$ cat config.mk
export PLATFORM = sky130hd
export DESIGN_NAME = sipo_deser
export DESIGN_NICKNAME = d
export VERILOG_FILES = /design/src/rtl/sipo_deser.sv
export SDC_FILE = /design/constraint.sdc
export NUM_CORES = 1
export LEC_CHECK = 0
export ABC_CLOCK_PERIOD_IN_PS = 2350
export BUFFER_PORTS_ARGS = -buffer_cell sky130_fd_sc_hd__buf_2
export CORE_ASPECT_RATIO = 0.8
export CORE_MARGIN = 1.5
export CORE_UTILIZATION = 50
export DETAILED_ROUTE_END_ITERATION = 12
export GPL_TIMING_DRIVEN = 0
export HOLD_SLACK_MARGIN = 0.1
export MAX_ROUTING_LAYER = met4
export PLACE_DENSITY_LB_ADDON = 0.05
export SLEW_MARGIN = 20
export SYNTH_ARGS = -nofsm -noshare
export SYNTH_HDL_FRONTEND = slang
export SYNTH_SLANG_ARGS = --single-unit
$ cat constraint.sdc
create_clock -name clk_i -period 2.35 [get_ports clk_i]
set_input_delay 0.3525 -clock clk_i [delete_from_list [all_inputs] [get_ports clk_i]]
set_output_delay 0.3525 -clock clk_i [all_outputs]
set_load 0.01 [all_outputs]
$ cat src/rtl/sipo_deser.sv
// Serial-in/parallel-out deserializer: frames MSB-first bits into WIDTH-bit words,
// strobes each completed word and keeps a sticky framing-error flag.
module sipo_deser #(
    parameter int unsigned WIDTH = 8
) (
    input  logic             clk_i,
    input  logic             rst_i,
    input  logic             bit_vld_i,
    input  logic             bit_i,
    input  logic             sof_i,
    output logic [WIDTH-1:0] q_o,
    output logic             q_vld_o,
    output logic             busy_o,
    output logic             err_o
);

    localparam int unsigned CW = $clog2(WIDTH) + 1;
    localparam logic [CW-1:0] LAST_IDX = CW'(WIDTH - 1);

    typedef enum logic {StIdle, StShift} state_e;

    state_e           r_state;
    logic [WIDTH-1:0] r_sr;
    logic [WIDTH-1:0] r_q;
    logic [CW-1:0]    r_cnt;
    logic             r_q_vld;
    logic             r_err;

    always_ff @(posedge clk_i) begin
        if (rst_i) begin
            r_state <= StIdle;
            r_sr    <= '0;
            r_q     <= '0;
            r_cnt   <= '0;
            r_q_vld <= 1'b0;
            r_err   <= 1'b0;
        end else begin
            r_q_vld <= 1'b0;
            unique case (r_state)
                StIdle: begin
                    if (bit_vld_i) begin
                        if (sof_i) begin
                            r_sr    <= {r_sr[WIDTH-2:0], bit_i};
                            r_cnt   <= CW'(1);
                            r_state <= StShift;
                        end else begin
                            r_err <= 1'b1;
                        end
                    end
                end
                StShift: begin
                    if (bit_vld_i) begin
                        if (sof_i) begin
                            // Premature start: stale bits shift out before the next completion
                            r_err <= 1'b1;
                            r_sr  <= {r_sr[WIDTH-2:0], bit_i};
                            r_cnt <= CW'(1);
                        end else if (r_cnt == LAST_IDX) begin
                            r_q     <= {r_sr[WIDTH-2:0], bit_i};
                            r_q_vld <= 1'b1;
                            r_cnt   <= '0;
                            r_state <= StIdle;
                        end else begin
                            r_sr  <= {r_sr[WIDTH-2:0], bit_i};
                            r_cnt <= r_cnt + CW'(1);
                        end
                    end
                end
                default: r_state <= StIdle;
            endcase
        end
    end

    assign q_o     = r_q;
    assign q_vld_o = r_q_vld;
    assign busy_o  = (r_state == StShift);
    assign err_o   = r_err;

endmodule
==> reports/qor.yml, run 1 <==
sta:
  slew_headroom_pct: 71.7
  fin_tns_setup_ns: 0
  finalCritPeriodShare_pct: 71.6
  skew_ns: 0.00255
  hold_violations: 0
  worst_pin_slew_ns: 0.424
  slew_violations: 0
  setup_violations: 0
  rsz0062_at_grt: "false"
  period_minus_slack_ns: 1.68
  max_freq_mhz: 594
synth:
  syn_area_sq_um: 930
  yosys.cell_types.count: 25
  syn_area_per_cell_sq_um: 10.6
  synth-seq-cells: 22
  async_reset_ff_share_pct: 0
  synth_cells: 88
  yosysWarnings: 0
  synth_seq_area_share_pct: 47.4
  synth_ff_type: "dfxtp_1"
  synth_nets: 96
  synth_edf_count: 0
critical_path:
  path_max_fanout: 7
  r2r-end: "r_cnt[3]$_SDFFE_PP0P_"
  r2r_cells: 5
  end_kind: "register"
  cp.required_ns: 2.60
  worstPathArrival_ns: 1.93
  crit_type: "register to register"
  r2r_slack_ns: 0.67
  startpoint_type: "register"
  regToRegStartpoint: "busy_o$_SDFF_PP0_"
cts:
  clock-sinks: 22
  clk_latency_ns: 0.31
  hold_buffers: 0
  max-clock-path-buffers: 2
  cts_tree: "done"
  cts_htree_levels: 1
  cts_root_buffer: "clkbuf_4"
  cts_resized: 0
  post-cts-setup-buffers: 0
  clkSlewWorstSetupHoldPaths_ns: 0.12
  cts_buffers: 3
floorplan:
  die_width_um: 51.2
  design.core.area_sq_mm: 0.00169
  start_util_pct: 55.0
  std_cell_rows: 13
  die_h_um: 41.6
  die_area_sq_mm: 0.00213
  io_pins: 16
cells_and_area:
  fill_cells: 161
  diodes: 0
  final_cells: 129
  mostFrequentLayoutCells: "22 x dfxtp_1, 17 x nand2b_1, 16 x buf_2"
  layout-drive-gt1-share_pct: 20.6
  post-route-util_pct: 63.2
  stdcell_area_sq_mm: 0.00107
  syn_to_final_growth_pct: 14.9
  final_common_cell: "dfxtp_1"
  nets: 116
power:
  combPwrFrac_pct: 7.1
  p_seq_share_pct: 60.2
  switching_power_w: 0.000141
  clkPwrFrac_pct: 32.7
  ir_worst_vdd_uv: 496
  p_leak_nw: 0.498
  power_density_mw_per_mm2: 595
  intPower_w: 0.000495
  switching_share_pct: 22.2
hold_path:
  min_to: "busy_o$_SDFF_PP0_"
  min_path_type: "primary input to register"
  holdCritStartpoint: "bit_vld_i"
  min_path_cells: 2
outcome:
  status: "finished, final reports clean"
global_route:
  gr-usage-all-layers_pct: 17.2
  grt_pass1_wl_um: 2730
  grt_antenna_before_repair: 0
  grt_max_degree: 13
  grt-ovfl-total: 0
  grt_pass1_vias: 629
drt:
  initialDrtViolationCount: 9
  dr_total_vias: 662
  routed_wl_um: 1500
  first_pass_iters: 4
  wire_per_inst_um: 11.6
  drt.antenna.violating_nets: 0
  drc: 0
  viasPerCell: 5.13
place:
  portBuffers: 15
  dp_hpwl_um: 1120
  dpl.cell_count: 125
  postPlaceCellArea_sq_mm: 0.00103
  gp_congestion: 0.862
run:
  cap_violations: 0
power groups by stage:
stage               clock network, W  logic (W)  registers (W)
floorplan                          0  0.0000303       0.000392
global placement                   0  0.0000447       0.000391
detailed placement                 0  0.0000450       0.000391
CTS                         0.000210  0.0000453       0.000383
global route                0.000225  0.0000500       0.000384
finish                      0.000208  0.0000449       0.000383
Yosys cell counts, types with 2 or more instances:
master	n	area, sq um
nand2b_1	17	106
mux2i_1	15	150
inv_1	3	11.3
nand3_1	3	15.0
nor2_1	3	11.3
a21oi_1	3	15.0
nor2b_1	2	12.5
dfxtp_1	22	440
clkbuf_1	2	7.51
ha_1	3	37.5
registers in the layout, indices dropped and copies added, names as in the netlist:
signal   count
err_o        1
r_sr         7
r_cnt        4
q_o          8
q_vld_o      1
busy_o       1
stage by stage:
| stage | hold slack (ns) | setup slack (ns) | power [W] |
|---|---|---|---|
| after floorplan | 0.458 | 0.772 | 0.000422 |
| after global placement | 0.444 | 0.638 | 0.000436 |
| after detailed placement | 0.460 | 0.590 | 0.000436 |
| after CTS | 0.316 | 0.663 | 0.000639 |
| after global routing | 0.339 | 0.598 | 0.000659 |
| final | 0.315 | 0.668 | 0.000636 |
kinds of logic after synthesis:
family / count (synthesis) / share of synthesized area, %
simple gates: 32 / 21.5
flops: 22 / 47.4
mux: 15 / 16.2
compound gates: 9 / 7.13
buf+inv: 7 / 3.77
fa+ha+maj: 3 / 4.04
routing by layer:
layer	global-route usage [%]	part of all wire, %
met5	-	0
met4	3.16	0.40
met3	6.47	5.0
met2	25.7	43
met1	22.8	51
area by class of cell:
type / count / area (sq um) / share of cell area [%]
Buffer: 4 / 23.8 / 2.22
Clock buffer: 4 / 36.3 / 3.40
Inverter: 3 / 11.3 / 1.05
Multi-Input combinational cell: 59 / 454 / 42.5
Sequential cell: 22 / 440 / 41.2
Tap cell: 22 / 27.5 / 2.58
Timing Repair Buffer: 15 / 75.1 / 7.03
worst max path at each step:
stage                       from                     to  slack [ns]  cells after the start
2_1_floorplan  busy_o$_SDFF_PP0_  r_cnt[3]$_SDFFE_PP0P_        0.77                      5
3_3_place_gp               sof_i  r_cnt[3]$_SDFFE_PP0P_        0.64                      6
3_5_place_dp               sof_i  r_cnt[3]$_SDFFE_PP0P_        0.59                      6
4_1_cts        busy_o$_SDFF_PP0_  r_cnt[3]$_SDFFE_PP0P_        0.66                      5
5_1_grt        busy_o$_SDFF_PP0_  r_cnt[3]$_SDFFE_PP0P_        0.60                      5
6_report       busy_o$_SDFF_PP0_  r_cnt[3]$_SDFFE_PP0P_        0.67                      5
critical path, cell delays in order (launching register included):
cell and delay, ns:
dfxtp_1 0.44, inv_1 0.06, ha_1 0.19, and4bb_1 0.35
or4b_1 0.46, a31oi_1 0.13
Note: power is estimated with default switching activity, not from simulation.
==> inputs of run 2 (changes only) <==
ABC_CLOCK_PERIOD_IN_PS = 1600   (was 2350)
clock period = 1.6 ns   (was 2.35 ns; I/O delays follow)
==> run 2 against run 1 <==
Via count grew 2.7%. Total power rose by 49%. First-iteration DRC count down 11%. Sequential cell count stayed put. Non-clock buffer count rose by 4. Register-to-register slack got worse by 0.64 ns. Die area stayed put. Fmax increased by 7.2%.
==> reports/qor.yml, run 2 (synthesized netlist as in run 1, its figures left out) <==
global_route:
  gr-usage-all-layers_pct: 17.4  # +0.16 points
  grt_max_degree: 13  # unchanged
  grt_pass1_wl_um: 2750  # +1.0%
  grt_antenna_before_repair: 0  # unchanged
  grt-ovfl-total: 0  # unchanged
  grt_pass1_vias: 632  # +0.48%
cts:
  clock-sinks: 22  # unchanged
  cts_buffers: 3  # unchanged
  cts_root_buffer: "clkbuf_4"
  hold_buffers: 0  # unchanged
  clk_latency_ns: 0.30  # about the same
  cts_tree: "done"
  cts_htree_levels: 1  # unchanged
  max-clock-path-buffers: 2  # unchanged
  clkSlewWorstSetupHoldPaths_ns: 0.12  # about the same
place:
  portBuffers: 15  # unchanged
  gp_congestion: 0.862  # unchanged
  dp_slack_ns: -0.0599  # -0.650 ns
  dp_hpwl_um: 1120  # unchanged
  postPlaceCellArea_sq_mm: 0.00103  # unchanged
sta:
  hold_violations: 0  # unchanged
  worst_pin_slew_ns: 0.440  # +0.0158 ns
  period_minus_slack_ns: 1.57  # -0.114 ns
  setup_violations: 0  # unchanged
  slew_headroom_pct: 70.6  # -1.1 points
  fin_tns_setup_ns: 0  # unchanged
  skew_ns: 0.00108  # -0.00147 ns
  setup_ws_ns: 0.0311  # -0.636 ns
  max_freq_mhz: 637  # +7.2%
  rsz0062_at_grt: "false"
  finalCritPeriodShare_pct: 98.1  # +26 points
  slew_violations: 0  # unchanged
critical_path:
  crit_chain: "inv_2, ha_4, and4bb_2, or4b_1, a31oi_1"
  cpPeakStageDelay_ns: 0.45  # about the same
  startpoint_type: "register"
  worstPathArrival_ns: 1.81  # -0.12 ns
  cp.required_ns: 1.84  # -0.76 ns
  critPathBufInv: 1  # unchanged
  crit_type: "register to register"
  crit_family: "simple AND/OR/NAND/NOR gates"
  end_kind: "register"
  path_max_fanout: 4  # -3
  cp_slowest_cell: "or4b_1"
cells_and_area:
  syn_to_final_growth_pct: 21.5
  stdcell_area_sq_mm: 0.00113  # +5.7%
  largest_reg_flops: 8  # unchanged
  nets: 120  # +3.4%
  layout-drive-gt1-share_pct: 29.7  # +9.2 points
  diodes: 0  # unchanged
  final_common_cell: "dfxtp_1"
  mostFrequentLayoutCells: "19 x dfxtp_1, 17 x nand2b_1, 16 x buf_2"
power:
  ir_worst_vdd_uv: 744  # +50%
  power_density_mw_per_mm2: 839  # +41%
  p_total_w: 0.000948  # +49%
  p_leak_nw: 0.516  # +3.6%
drt:
  routed_wl_um: 1650  # +10%
  wire_per_inst_um: 12.4  # +6.7%
  drt.antenna.violating_nets: 0  # unchanged
  initialDrtViolationCount: 8  # -1
  first_pass_iters: 4  # unchanged
  drc: 0  # unchanged
  viasPerCell: 5.11  # -0.37%
  dr_total_vias: 680  # +2.7%
hold_path:
  min_path_type: "primary input to register"
floorplan:
  die_h_um: 41.6  # unchanged
  start_util_pct: 55.0  # unchanged
  std_cell_rows: 13  # unchanged
  die_width_um: 51.2  # unchanged
  design.core.area_sq_mm: 0.00169  # unchanged
  die_area_sq_mm: 0.00213  # unchanged
  io_pins: 16  # unchanged
run:
  cap_violations: 0  # unchanged
outcome:
  status: "finished, final reports clean"
==> run 2: layer usage <==
layer  share of wire [%]  GRT usage [%]  wire, um  vias to the layer above
met1                  51           23.2       835                      314
li1                    -              -         -                      350
met2                  45           25.7       735                       14
met4                0.36           3.16         6                        0
met3                 4.4           6.47        73                        2
met5                   0              -         0                        -
==> run 2: timing repair <==
action,4_1_cts,5_1_grt
gates resized for setup,3,7
setup endpoints to repair,1,12
setup buffers,0,4
pin swaps,1,2
hold endpoints to repair,0,0
==> run 2: power by group <==
group | switching (W) | internal [W] | total [W]
clock | 0.000166 | 0.000139 | 0.000305
combinational | 0.0000412 | 0.0000408 | 0.0000820
sequential | 0.00000547 | 0.000556 | 0.000562
total | 0.000212 | 0.000736 | 0.000948
==> run 2: cell type report <==
class,instances,area [sq um]
Sequential cell,22,447
Buffer,4,23.8
Timing Repair Buffer,19,105
Multi-Input combinational cell,59,479
Fill cell,150,562
Clock buffer,4,36.3
Inverter,3,11.3
Tap cell,22,27.5
==> run 2: metrics by stage <==
step	hold slack (ns)	util, %	cells
6_report	0.195	66.8	133
5_1_grt	0.215	66.8	133
4_1_cts	0.195	63.4	129
3_5_place_dp	0.460	61.0	125
3_3_place_gp	0.444	61.0	125
2_1_floorplan	0.356	-	88
==> run 2: path summary, 6_finish.rpt <==
check / start / end / slack, ns / cells after the start
setup / recovery: busy_o$_SDFF_PP0_ / r_cnt[3]$_SDFFE_PP0P_ / 0.03 / 5
hold / removal: bit_vld_i / busy_o$_SDFF_PP0_ / 0.19 / 2
setup reg to reg: busy_o$_SDFF_PP0_ / r_cnt[3]$_SDFFE_PP0P_ / 0.03 / 5
hold reg to reg: err_o$_SDFFE_PP0P_ / err_o$_SDFFE_PP0P_ / 0.48 / 2
